==> config.mk <==
export PLATFORM = sky130hd
export DESIGN_NAME = seg_scan_driver
export DESIGN_NICKNAME = d
export VERILOG_FILES = /design/src/rtl/seg_scan_driver.sv
export SDC_FILE = /design/constraint.sdc
export NUM_CORES = 1
export LEC_CHECK = 0
export ABC_CLOCK_PERIOD_IN_PS = 8100
export BUFFER_PORTS_ARGS = -buffer_cell sky130_fd_sc_hd__buf_2
export CORE_MARGIN = 2
export CORE_UTILIZATION = 50
export DETAILED_ROUTE_END_ITERATION = 7
export GPL_TIMING_DRIVEN = 0
export PLACE_DENSITY = 0.86
export SLEW_MARGIN = 20
export SYNTH_ARGS = -nofsm -noshare
export SYNTH_HDL_FRONTEND = slang
export SYNTH_SLANG_ARGS = --single-unit
==> constraint.sdc <==
create_clock -name clk -period 8.1 [get_ports clk]
set_input_delay 0.405 -clock clk [delete_from_list [all_inputs] [get_ports clk]]
set_output_delay 0.405 -clock clk [all_outputs]
set_load 0.05 [all_outputs]
==> src/rtl/seg_scan_driver.sv <==
`default_nettype none
// ============================================================================
// seg_scan_driver
//   Time-multiplexed 7-segment scanner: one active-low anode per slot, with
//   dead time and PWM brightness. SEG_SCAN_LZB_EN enables leading-zero blanking.
//   Revision: 1.0
// ============================================================================
module seg_scan_driver #(
  parameter int NUM_DIGITS  = 8,
  parameter int PRESCALE    = 1024,
  parameter int DEAD_CYCLES = 16,
  parameter int BRIGHT_W    = 4
) (
  input  logic                    clk,
  input  logic                    rst,
  input  logic                    en,
  input  logic [4*NUM_DIGITS-1:0] digits,
  input  logic [NUM_DIGITS-1:0]   dp_mask,
  input  logic [BRIGHT_W-1:0]     brightness,
  output logic [6:0]              seg,
  output logic                    dp,
  output logic [NUM_DIGITS-1:0]   an,
  output logic                    frame_done
);

  localparam int PRE_W = $clog2(PRESCALE);
  localparam int IDX_W = $clog2(NUM_DIGITS);
  localparam logic [PRE_W-1:0] c_pre_last = PRE_W'(PRESCALE - 1);
  localparam logic [PRE_W-1:0] c_dead     = PRE_W'(DEAD_CYCLES);
  localparam logic [IDX_W-1:0] c_idx_last = IDX_W'(NUM_DIGITS - 1);

  logic [PRE_W-1:0]      pre_cnt_q, pre_cnt_d;
  logic [IDX_W-1:0]      idx_q, idx_d;
  logic [3:0]            snap_nib_q, snap_nib_d;
  logic                  snap_dp_q, snap_dp_d;
  logic                  snap_blank_q, snap_blank_d;
  logic [NUM_DIGITS-1:0] an_q, an_d;
  logic [6:0]            seg_q, seg_d;
  logic                  dp_q, dp_d;
  logic                  frame_done_q, frame_done_d;

  logic [3:0]            w_live_nib;
  logic                  w_live_dp;
  logic                  w_live_blank;
  logic [3:0]            w_nib;
  logic                  w_dp;
  logic                  w_blank;
  logic [BRIGHT_W-1:0]   w_pwm;
  logic                  w_on;

  function automatic logic [6:0] hex_to_seg(input logic [3:0] nib);
    case (nib)
      4'h0: hex_to_seg = 7'h40;
      4'h1: hex_to_seg = 7'h79;
      4'h2: hex_to_seg = 7'h24;
      4'h3: hex_to_seg = 7'h30;
      4'h4: hex_to_seg = 7'h19;
      4'h5: hex_to_seg = 7'h12;
      4'h6: hex_to_seg = 7'h02;
      4'h7: hex_to_seg = 7'h78;
      4'h8: hex_to_seg = 7'h00;
      4'h9: hex_to_seg = 7'h10;
      4'hA: hex_to_seg = 7'h08;
      4'hB: hex_to_seg = 7'h03;
      4'hC: hex_to_seg = 7'h46;
      4'hD: hex_to_seg = 7'h21;
      4'hE: hex_to_seg = 7'h06;
      default: hex_to_seg = 7'h0E;
    endcase
  endfunction

  assign w_live_nib = digits[4*idx_q +: 4];
  assign w_live_dp  = dp_mask[idx_q];

`ifdef SEG_SCAN_LZB_EN
  // Walk from the top digit down; a digit is blank only while everything
  // at and above it is zero. Digit 0 is never blanked.
  logic w_hi_zero;
  always_comb begin
    w_hi_zero    = 1'b1;
    w_live_blank = 1'b0;
    for (int i = NUM_DIGITS - 1; i >= 1; i--) begin
      w_hi_zero = w_hi_zero && (digits[4*i +: 4] == 4'h0);
      if (IDX_W'(i) == idx_q) begin
        w_live_blank = w_hi_zero;
      end
    end
  end
`else
  assign w_live_blank = 1'b0;
`endif

  // On the slot's first cycle the snapshot is still being written, so the
  // live value is used directly (matters only when DEAD_CYCLES is 0).
  assign w_nib   = (pre_cnt_q == '0) ? w_live_nib   : snap_nib_q;
  assign w_dp    = (pre_cnt_q == '0) ? w_live_dp    : snap_dp_q;
  assign w_blank = (pre_cnt_q == '0) ? w_live_blank : snap_blank_q;
  assign w_pwm   = pre_cnt_q[BRIGHT_W-1:0];
  assign w_on    = (pre_cnt_q >= c_dead) && ((brightness == '1) || (w_pwm < brightness));

  always_comb begin
    pre_cnt_d    = pre_cnt_q;
    idx_d        = idx_q;
    snap_nib_d   = snap_nib_q;
    snap_dp_d    = snap_dp_q;
    snap_blank_d = snap_blank_q;
    an_d         = '1;
    seg_d        = 7'h7F;
    dp_d         = 1'b1;
    frame_done_d = 1'b0;
    if (en) begin
      if (pre_cnt_q == c_pre_last) begin
        pre_cnt_d = '0;
        if (idx_q == c_idx_last) begin
          idx_d        = '0;
          frame_done_d = 1'b1;
        end else begin
          idx_d = idx_q + 1'b1;
        end
      end else begin
        pre_cnt_d = pre_cnt_q + 1'b1;
      end
      if (pre_cnt_q == '0) begin
        snap_nib_d   = w_live_nib;
        snap_dp_d    = w_live_dp;
        snap_blank_d = w_live_blank;
      end
      if (w_on) begin
        an_d  = ~(NUM_DIGITS'(1) << idx_q);
        seg_d = w_blank ? 7'h7F : hex_to_seg(w_nib);
        dp_d  = ~w_dp;
      end
    end
  end

  always_ff @(posedge clk) begin
    if (rst) begin
      pre_cnt_q    <= '0;
      idx_q        <= '0;
      snap_nib_q   <= 4'h0;
      snap_dp_q    <= 1'b0;
      snap_blank_q <= 1'b0;
      an_q         <= '1;
      seg_q        <= 7'h7F;
      dp_q         <= 1'b1;
      frame_done_q <= 1'b0;
    end else begin
      pre_cnt_q    <= pre_cnt_d;
      idx_q        <= idx_d;
      snap_nib_q   <= snap_nib_d;
      snap_dp_q    <= snap_dp_d;
      snap_blank_q <= snap_blank_d;
      an_q         <= an_d;
      seg_q        <= seg_d;
      dp_q         <= dp_d;
      frame_done_q <= frame_done_d;
    end
  end

  assign an         = an_q;
  assign seg        = seg_q;
  assign dp         = dp_q;
  assign frame_done = frame_done_q;

endmodule
`default_nettype wire

==> results of run 1 <==
==> cell type report <==
class,instances,area (sq um),area share
inverters,13,48.8,0.0188
multi-input cells,161,1280,0.495
clock inverters,1,7.51,0.00290
clock buffers,7,86.3,0.0333
plain buffers,13,66.3,0.0256
well taps,50,62.6,0.0241
flip-flops and latches,36,721,0.278
repair buffers,63,315,0.122
==> worst reg2reg max path, cell delays in order, from the launching register on <==
cell      delay [ns]
dfxtp_1         0.36
inv_1           0.09
ha_1            0.14
or3b_2          0.43
clkbuf_1        0.19
or3_1           0.35
buf_6           0.14
o31ai_1         0.70
inv_1           0.19
ha_1            0.34
inv_1           0.04
mux4_2          0.43
nand2b_1        0.14
==> power groups by stage <==
stage                     logic (uW)  registers [uW]  clock network (uW)
after CTS                       63.0             181                 136
after global placement          60.3             185                   0
final                           63.2             182                 134
after detailed placement        62.7             185                   0
after global routing            70.2             182                 144
after floorplan                 43.1             185                   0
==> stage by stage <==
step | cell area, sq um | utilization | instances | power, uW
6_report | 2590 | 0.643 | 344 | 379
2_1_floorplan | 2120 | - | 223 | 228
3_3_place_gp | 2500 | 0.620 | 336 | 246
4_1_cts | 2590 | 0.643 | 344 | 380
3_5_place_dp | 2500 | 0.620 | 336 | 248
5_1_grt | 2590 | 0.643 | 344 | 396
==> layer usage <==
layer  vias to the layer above  share of wire
li1                        955              -
met5                         -              0
met1                       885           0.43
met3                        15          0.044
met4                         0          0.025
met2                        55           0.50
==> cells in the final DEF (no fill, tap or decap), types with 2 or more instances in the layout <==
| cell | synthesis | layout |
|---|---|---|
| buf_2 | 2 | 65 |
| dfxtp_1 | 36 | 36 |
| nor2_1 | 18 | 18 |
| ha_1 | 17 | 17 |
| inv_1 | 13 | 13 |
| nand3_1 | 13 | 13 |
| nand2_1 | 11 | 11 |
| clkbuf_1 | 9 | 10 |
| mux2_2 | 8 | 8 |
| mux4_2 | 7 | 7 |
| or3_1 | 7 | 7 |
| mux2i_1 | 7 | 7 |
| a21oi_1 | 7 | 7 |
| nor3_1 | 7 | 7 |
| clkbuf_8 | 0 | 6 |
| nand2b_1 | 5 | 5 |
| xor2_1 | 5 | 5 |
| o31ai_1 | 4 | 4 |
| o211ai_1 | 4 | 4 |
| nand4_1 | 4 | 4 |
| or2_2 | 3 | 3 |
| o22ai_1 | 3 | 3 |
| a311oi_1 | 3 | 3 |
| a211oi_1 | 3 | 3 |
| a22oi_1 | 3 | 3 |
| or3b_2 | 2 | 2 |
| buf_6 | 2 | 2 |
| o31ai_2 | 2 | 2 |
| o31a_1 | 2 | 2 |
| o21ai_0 | 2 | 2 |
| xnor2_1 | 2 | 2 |
==> worst min path at each step <==
stage / startpoint / end / slack, ns
3_5_place_dp: snap_dp_q / dp / 0.39
4_1_cts: snap_dp_q / dp / 0.41
3_3_place_gp: snap_dp_q / dp / 0.37
6_report: snap_dp_q / dp / 0.40
5_1_grt: snap_dp_q / dp / 0.42
2_1_floorplan: snap_dp_q / dp / 0.36
==> sequential cells by signal, summed over array words and instances (netlist names), 3 cells and up <==
name and count:
seg 7, idx_q 3, snap_nib_q 4, pre_cnt_q 10, an 8
==> cell families after synthesis <==
family	count (synthesis)	share of synthesized area
flops	36	0.340
simple gates	76	0.188
mux	22	0.150
buf+inv	26	0.0543
fa+ha+maj	17	0.100
xor+xnor	7	0.0289
compound gates	39	0.138
==> results.py, run 1 <==
metrics = {
    "yosys": {
        "ys_seq_area_frac": 0.340,
        "ys_ff_latch": 36,
        "synthTopCellsByCount": "36 x dfxtp_1, 18 x nor2_1, 17 x ha_1",
        "syn_area_sq_mm": 0.00212,
        "yosysWarnings": 0,
        "post-synth-top-count-cell": "dfxtp_1",
        "synth_edf_count": 0,
        "async_flop_share": 0,
        "synth.area.top_cells": "dfxtp_1 34%, ha_1 10%, mux4_2 7.4%",
        "syn_avg_cell_area_sq_um": 9.50,
        "synth_top_cell_by_area": "dfxtp_1",
        "synthFlopType": "dfxtp_1",
        "synth_top_area_share": 0.340,
        "syn_nets": 287,
        "syn_inst": 223,
        "synth_cell_types": 42,
    },
    "global_route": {
        "grtUsageTotal": 0.214,
        "antenna_found_initial": 0,
        "grt_use_met2": 0.376,
        "grt_pass1_wl_mm": 8.37,
        "grt_use_met1": 0.241,
        "use_met3": 0.0512,
        "first_global_vias": 1925,
        "grt-busiest-layer": "met2",
        "grt_max_degree": 12,
        "grt_remaining_overflow": 0,
    },
    "sta": {
        "layout_min_cycle_time_ns": 3.67,
        "worst_hold_slack_ns": 0.403,
        "rsz0062_at_grt": "false",
        "finalHoldViolCount": 0,
        "slew_viol_final": 0,
        "fin_skew_ns": 0.00337,
        "period_share": 0.453,
        "tightest_slew_ns": 0.807,
        "clock.fmax_mhz": 273,
        "finalSetupViolCount": 0,
        "relSlewSlack": 0.457,
        "layout_setup_ws_ns": 4.43,
        "fin_tns_setup_ns": 0,
    },
    "route": {
        "vias_per_cell": 5.55,
        "route.detailed.drc": 0,
        "wirelength_mm": 4.80,
        "drt_iter0_drc": 75,
        "first_pass_iters": 4,
        "ant_nets": 0,
        "routedWlPerCell_um": 14.0,
        "num_vias": 1910,
    },
    "cells_and_area": {
        "fillers": 330,
        "diodes": 0,
        "nets": 357,
        "drive_gt1_frac": 0.340,
        "syn_to_final_growth_pct": 22.3,
    },
    "placement": {
        "dp_hpwl_mm": 3.67,
        "port-buffer-count": 63,
        "place_congestion": 0.806,
        "dp_worst_setup_slack_ns": 4.51,
    },
    "clock_tree": {
        "cts_buffer_depth": 2,
        "numCtsBuffers": 5,
        "cts_setup_buffers": 0,
        "clock-root-buffer": "clkbuf_8",
        "postCtsResizedCells": 0,
        "h-tree-depth": 2,
        "clk-insertion-delay-late_ns": 0.29,
        "hold_buffers": 0,
        "clock-sinks": 36,
        "clk_pin_slew_ns": 0.07,
        "tritoncts": "yes",
    },
    "setup_path": {
        "timing.rr.end": "seg[3]",
        "crit_type": "reg -> reg",
        "worstPathRequired_ns": 8.27,
        "critical_path_buf_inv_count": 5,
        "critical_path.startpoint": "pre_cnt_q[0]",
        "rrSetupSlack_ns": 4.43,
        "cp_slowest_cell": "o31ai_1",
        "crit_chain": "inv_1, ha_1, or3b_2, clkbuf_1, or3_1, buf_6, o31ai_1, inv_1, ha_1, inv_1, mux4_2, nand2b_1",
        "r2r_cells": 12,
        "cp_max_fo": 7,
        "r2r-start": "pre_cnt_q[0]",
        "startpoint_type": "flop",
        "cpPeakStageDelay_ns": 0.70,
        "cp_common_cell": "inv_1",
        "crit_arrival_ns": 3.83,
        "crit_end": "seg[3]",
        "endpoint_kind": "flop",
        "crit_family": "simple AND/OR/NAND/NOR gates",
        "worstSetupPathDepth": 12,
    },
    "floorplan": {
        "core_area_sq_mm": 0.00403,
        "die_area_sq_mm": 0.00478,
        "die_h_um": 69.1,
        "rows": 23,
        "die_x_um": 69.1,
        "start_util": 0.526,
        "io_pins": 64,
    },
    "power_and_ir_drop": {
        "power.density_mw_per_mm2": 146,
        "power.share.switching": 0.260,
        "p_clk_frac": 0.355,
        "power_frac_comb": 0.167,
        "internal_power_uw": 281,
        "seq_power_share": 0.479,
        "p_switching_uw": 98.6,
        "p_leak_uw": 0.00108,
        "ir_drop_mv": 0.0975,
    },
    "worst_hold_path": {
        "min_path_type": "reg -> reg",
        "hold_depth": 1,
    },
    "job": {
        "drv.max_cap_violation_count": 0,
    },
    "run_status": {
        "status": "finished, final reports clean",
    },
}
Note: power is estimated with default switching activity, not from simulation.
==> inputs of run 2 (changes only) <==
ABC_CLOCK_PERIOD_IN_PS = 3700   (was 8100)
clock period = 3.7 ns   (was 8.1 ns; I/O delays follow)
==> run 2 against run 1 <==
Against the previous run: first-iteration DRC count down 4.0%; register-to-register slack worse by 4.2 ns; cell count unchanged; count of clock-buffer cells in the layout unchanged; maximum frequency up 6.2%; worst hold slack worse by 0.15 ns; non-clock buffer count unchanged; global-route usage unchanged; largest power group unchanged.
==> results.py, run 2 (same netlist as run 1, synthesis figures left out) <==
metrics = {
    "global_route": {
        "grt_pass1_wl_mm": 8.37,
        "grtUsageTotal": 0.214,
        "grt_max_degree": 12,
        "first_global_vias": 1925,
        "antenna_found_initial": 0,
        "grt_remaining_overflow": 0,
    },
    "placement": {
        "dp_hpwl_mm": 3.67,
        "dpl.cell_count": 336,
        "dp_worst_setup_slack_ns": 0.106,
        "port-buffer-count": 63,
        "place_congestion": 0.806,
    },
    "clock_tree": {
        "tritoncts": "yes",
        "clock-root-buffer": "clkbuf_8",
        "clk-insertion-delay-late_ns": 0.29,
        "postCtsResizedCells": 0,
        "cts_buffer_depth": 2,
        "clock-sinks": 36,
        "cts_setup_buffers": 0,
        "hold_buffers": 0,
        "numCtsBuffers": 5,
        "clk_pin_slew_ns": 0.07,
        "h-tree-depth": 2,
    },
    "worst_hold_path": {
        "min_path_type": "in -> reg",
        "whs_endpoint": "pre_cnt_q[1]",
        "hold_depth": 3,
        "min-delay-start": "en",
    },
    "floorplan": {
        "core_area_sq_mm": 0.00403,
        "die_h_um": 69.1,
        "die_area_sq_mm": 0.00478,
        "rows": 23,
        "start_util": 0.526,
        "die_x_um": 69.1,
        "io_pins": 64,
    },
    "route": {
        "wl_met3_um": 201,
        "routedWlPerCell_um": 14.0,
        "route.detailed.drc": 0,
        "wirelength_mm": 4.82,
        "num_vias": 1908,
        "vias_per_cell": 5.55,
        "top_layer_used": "met4",
        "wl_met2_mm": 2.38,
        "ant_nets": 0,
        "first_pass_iters": 4,
        "drt_iter0_drc": 72,
        "wl_met1_mm": 2.12,
    },
    "cells_and_area": {
        "drive_gt1_frac": 0.344,
        "largest_reg_flops": 10,
        "diodes": 0,
        "final_cell_mix": "65 x buf_2, 36 x dfxtp_1, 18 x nor2_1",
        "max_flop_register": "pre_cnt_q",
        "instances_no_fill": 344,
        "final_common_cell": "buf_2",
        "nets": 357,
        "syn_to_final_growth_pct": 22.5,
    },
    "power_and_ir_drop": {
        "power_frac_comb": 0.168,
        "power.share.switching": 0.260,
        "internal_power_uw": 615,
        "p_clk_frac": 0.354,
        "seq_power_share": 0.478,
        "ir_drop_mv": 0.214,
        "p_leak_uw": 0.00109,
        "p_switching_uw": 216,
        "power.density_mw_per_mm2": 320,
    },
    "setup_path": {
        "startpoint_type": "flop",
        "r2r_cells": 12,
        "worstPathRequired_ns": 3.86,
        "r2r-start": "pre_cnt_q[0]",
        "endpoint_kind": "flop",
        "crit_arrival_ns": 3.62,
        "cp_max_fo": 7,
        "timing.rr.end": "seg[3]",
        "crit_type": "reg -> reg",
        "rrSetupSlack_ns": 0.25,
    },
    "sta": {
        "layout_min_cycle_time_ns": 3.45,
        "period_share": 0.933,
        "tightest_slew_ns": 0.742,
        "layout_setup_ws_ns": 0.248,
        "finalHoldViolCount": 0,
        "relSlewSlack": 0.505,
        "slew_viol_final": 0,
        "clock.fmax_mhz": 290,
        "worst_hold_slack_ns": 0.255,
        "fin_tns_setup_ns": 0,
        "rsz0062_at_grt": "false",
        "fin_skew_ns": 0.00460,
        "finalSetupViolCount": 0,
    },
    "run_status": {
        "status": "finished, final reports clean",
    },
    "job": {
        "drv.max_cap_violation_count": 0,
    },
}
## run 2: cell counts in the layout (fill, tap and decap cells not counted)
Identical to the previous run, type by type.
## run 2: worst max-delay path by stage
stage / startpoint / endpoint / slack (ns) / depth (start not counted)
floorplan: pre_cnt_q[0] / seg[3] / 0.47 / 12
global placement: pre_cnt_q[0] / seg[3] / 0.13 / 12
detailed placement: pre_cnt_q[0] / seg[3] / 0.11 / 12
CTS: pre_cnt_q[0] / seg[3] / 0.08 / 12
global route: pre_cnt_q[0] / seg[3] / 0.04 / 12
finish: pre_cnt_q[0] / seg[3] / 0.25 / 12
## run 2: power groups by stage
stage	clock [uW]	sequential [uW]	combinational, uW
after global routing	315	398	155
final	294	397	140
after detailed placement	0	406	137
after floorplan	0	405	94.3
after global placement	0	406	132
after CTS	297	397	138
## run 2: critical path: stages, from the launching register on
cell	delay [ns]
dfxtp_1	0.36
inv_1	0.09
ha_1	0.14
or3b_2	0.43
clkbuf_1	0.19
or3_1	0.35
buf_6	0.15
o31ai_2	0.50
inv_1	0.18
ha_1	0.34
inv_1	0.04
mux4_2	0.43
nand2b_1	0.14
## run 2: routing by layer
layer,global-route usage,up-vias
li1,-,957
met1,0.241,884
met2,0.376,52
met3,0.0512,15
met4,0.100,0
met5,0,-
## run 2: cell type report
cell class,instances,area (sq um)
Timing Repair Buffer,63,315
Inverter,13,48.8
Clock buffer,7,86.3
Fill cell,328,1430
Clock inverter,1,7.51
Buffer,13,66.3
Sequential cell,36,721
Tap cell,50,62.6
Multi-Input combinational cell,161,1290
## run 2: per-stage QoR
step	area [sq um]	total power (uW)	utilization
after floorplan	2120	499	-
after global placement	2500	538	0.620
after detailed placement	2500	543	0.620
after CTS	2590	832	0.643
after global routing	2600	868	0.644
final	2600	831	0.644
==> inputs of run 3 (changes only) <==
CORE_UTILIZATION = 45   (was 50)
CTS_BUF_LIST = sky130_fd_sc_hd__clkbuf_4   (was unset)
PLACE_DENSITY = 0.79   (was 0.86)
RECOVER_POWER = 25   (was unset)
==> run 3 against run 2 <==
Against the previous run: the run now ends with DRC left; die area rose by 10%; first-iteration DRC count rose by 18%; sequential power barely moved; sequential share of layout area rose by 0.60 points; clock power fell by 32%; routed wire length fell by 3.5%; via count fell by 2.8%; core utilization fell by 7.3 points; non-clock buffer count did not move; sequential cell count did not move; critical path type unchanged; largest power group unchanged.
==> results.py, run 3 (same netlist as run 1, synthesis figures left out) <==
metrics = {
    "clock_tree": {
        "tritoncts": "yes",
        "postCtsResizedCells": 0,
        "clk-insertion-delay-late_ns": 0.34,
        "numCtsBuffers": 5,
        "clk_pin_slew_ns": 0.11,
        "h-tree-depth": 2,
        "hold_buffers": 0,
        "cts_buffer_depth": 2,
        "clock-sinks": 36,
        "cts_setup_buffers": 0,
        "clock-root-buffer": "clkbuf_4",
    },
    "floorplan": {
        "rows": 24,
        "core_area_sq_mm": 0.00444,
        "io_pins": 64,
        "die_x_um": 72.6,
        "start_util": 0.477,
        "die_area_sq_mm": 0.00528,
        "die_h_um": 72.6,
    },
    "placement": {
        "port-buffer-count": 63,
        "dp_hpwl_mm": 3.71,
        "place_congestion": 0.835,
        "dp_worst_setup_slack_ns": 0.126,
    },
    "setup_path": {
        "cp_slowest_cell": "o31ai_2",
        "cp_common_cell": "inv_1",
        "cpPeakStageDelay_ns": 0.48,
        "endpoint_kind": "flop",
        "startpoint_type": "flop",
        "crit_chain": "inv_1, ha_1, or3b_2, clkbuf_1, or3_1, buf_6, o31ai_2, inv_1, ha_1, inv_1, mux4_2, nand2b_1",
        "worstPathRequired_ns": 3.92,
        "crit_type": "reg -> reg",
        "crit_arrival_ns": 3.61,
        "cp_max_fo": 7,
    },
    "sta": {
        "tightest_slew_ns": 0.672,
        "fin_skew_ns": 0.0101,
        "finalHoldViolCount": 0,
        "clock.fmax_mhz": 295,
        "layout_min_cycle_time_ns": 3.39,
        "layout_setup_ws_ns": 0.309,
        "rsz0062_at_grt": "false",
        "fin_tns_setup_ns": 0,
        "period_share": 0.917,
        "relSlewSlack": 0.552,
        "finalSetupViolCount": 0,
        "slew_viol_final": 0,
    },
    "global_route": {
        "grt-busiest-layer": "met2",
        "grt_remaining_overflow": 0,
        "grtUsageTotal": 0.188,
        "grt_use_met1": 0.222,
        "use_met3": 0.0401,
        "grt_use_met2": 0.338,
        "antenna_found_initial": 0,
        "grt_max_degree": 12,
        "grt_pass1_wl_mm": 7.83,
        "first_global_vias": 1779,
    },
    "route": {
        "routedWlPerCell_um": 13.5,
        "first_pass_iters": 6,
        "num_vias": 1855,
        "drt_iter0_drc": 85,
        "route.detailed.drc": 1,
        "vias_per_cell": 5.36,
        "ant_nets": 0,
        "wirelength_mm": 4.66,
    },
    "cells_and_area": {
        "final_common_cell": "buf_2",
        "max_flop_register": "pre_cnt_q",
        "syn_to_final_growth_pct": 19.9,
        "nets": 357,
        "fillers": 431,
        "final_cell_mix": "53 x buf_2, 36 x dfxtp_1, 21 x clkbuf_1",
        "largest_reg_flops": 10,
        "diodes": 0,
        "drive_gt1_frac": 0.303,
    },
    "run_status": {
        "status": "complete, but fails checks",
        "failed_checks": "DRC",
    },
    "worst_hold_path": {
        "min_path_type": "in -> reg",
    },
    "power_and_ir_drop": {
        "p_leak_uw": 0.00106,
        "ir_drop_mv": 0.156,
        "power.density_mw_per_mm2": 289,
    },
    "job": {
        "drv.max_cap_violation_count": 0,
    },
}
run 3: cell count changes in the layout (fill, tap and decap cells not counted):
cell        change
buf_2          -12
clkbuf_1       +11
clkbuf_8        -6
clkbuf_4        +5
clkinv_2        +2
clkinv_1        +1
clkinvlp_4      -1
run 3: routing by layer:
metal | routed length [um] | vias up | share of wire
met5 | 0 | - | 0
met4 | 55 | 0 | 0.012
met3 | 224 | 7 | 0.048
met2 | 2370 | 55 | 0.51
met1 | 2010 | 837 | 0.43
li1 | - | 956 | -
run 3: report_power, final:
group	total (uW)	internal (uW)	leakage, uW	switching (uW)
Combinational	137	70.5	0.000734	66.7
Clock	199	69.7	0.0000324	129
Sequential	397	393	0.000292	4.27
Total	734	533	0.00106	200
run 3: final timing paths:
| path | slack (ns) | from | depth (start not counted) | end |
|---|---|---|---|---|
| setup / recovery | 0.31 | pre_cnt_q[0] | 12 | seg[3] |
| hold / removal | 0.20 | en | 3 | pre_cnt_q[1] |
| setup reg to reg | 0.31 | pre_cnt_q[0] | 12 | seg[3] |
| hold reg to reg | 0.41 | snap_dp_q | 1 | dp |
run 3: critical path: cells and delay by family, from the launching register on:
family                     cells  cell delay [ns]
muxes                          1             0.43
DFF                            1             0.37
adders and majority gates      2             0.46
buffers and inverters          5             0.62
AOI/OAI and AO/OA              1             0.48
and+or+nand+nor                3             0.91
run 3: final cells by class:
class                           count  area [sq um]  share of cell area
Sequential cell                    36           721               0.284
Inverter                           13          48.8              0.0192
Buffer                             13          66.3              0.0261
Timing Repair Buffer               63           300               0.118
Clock buffer                        5          37.5              0.0148
Multi-Input combinational cell    161          1290               0.507
Tap cell                           52          65.1              0.0256
Clock inverter                      3          13.8             0.00542
run 3: through the flow:
| step | utilization | hold slack (ns) | power [uW] | cell area (sq um) | instances |
|---|---|---|---|---|---|
| 2_1_floorplan | - | 0.358 | 499 | 2120 | 223 |
| 3_3_place_gp | 0.563 | 0.399 | 537 | 2500 | 338 |
| 3_5_place_dp | 0.563 | 0.389 | 542 | 2500 | 338 |
| 4_1_cts | 0.574 | 0.183 | 742 | 2550 | 346 |
| 5_1_grt | 0.572 | 0.208 | 775 | 2540 | 346 |
| 6_report | 0.572 | 0.200 | 734 | 2540 | 346 |
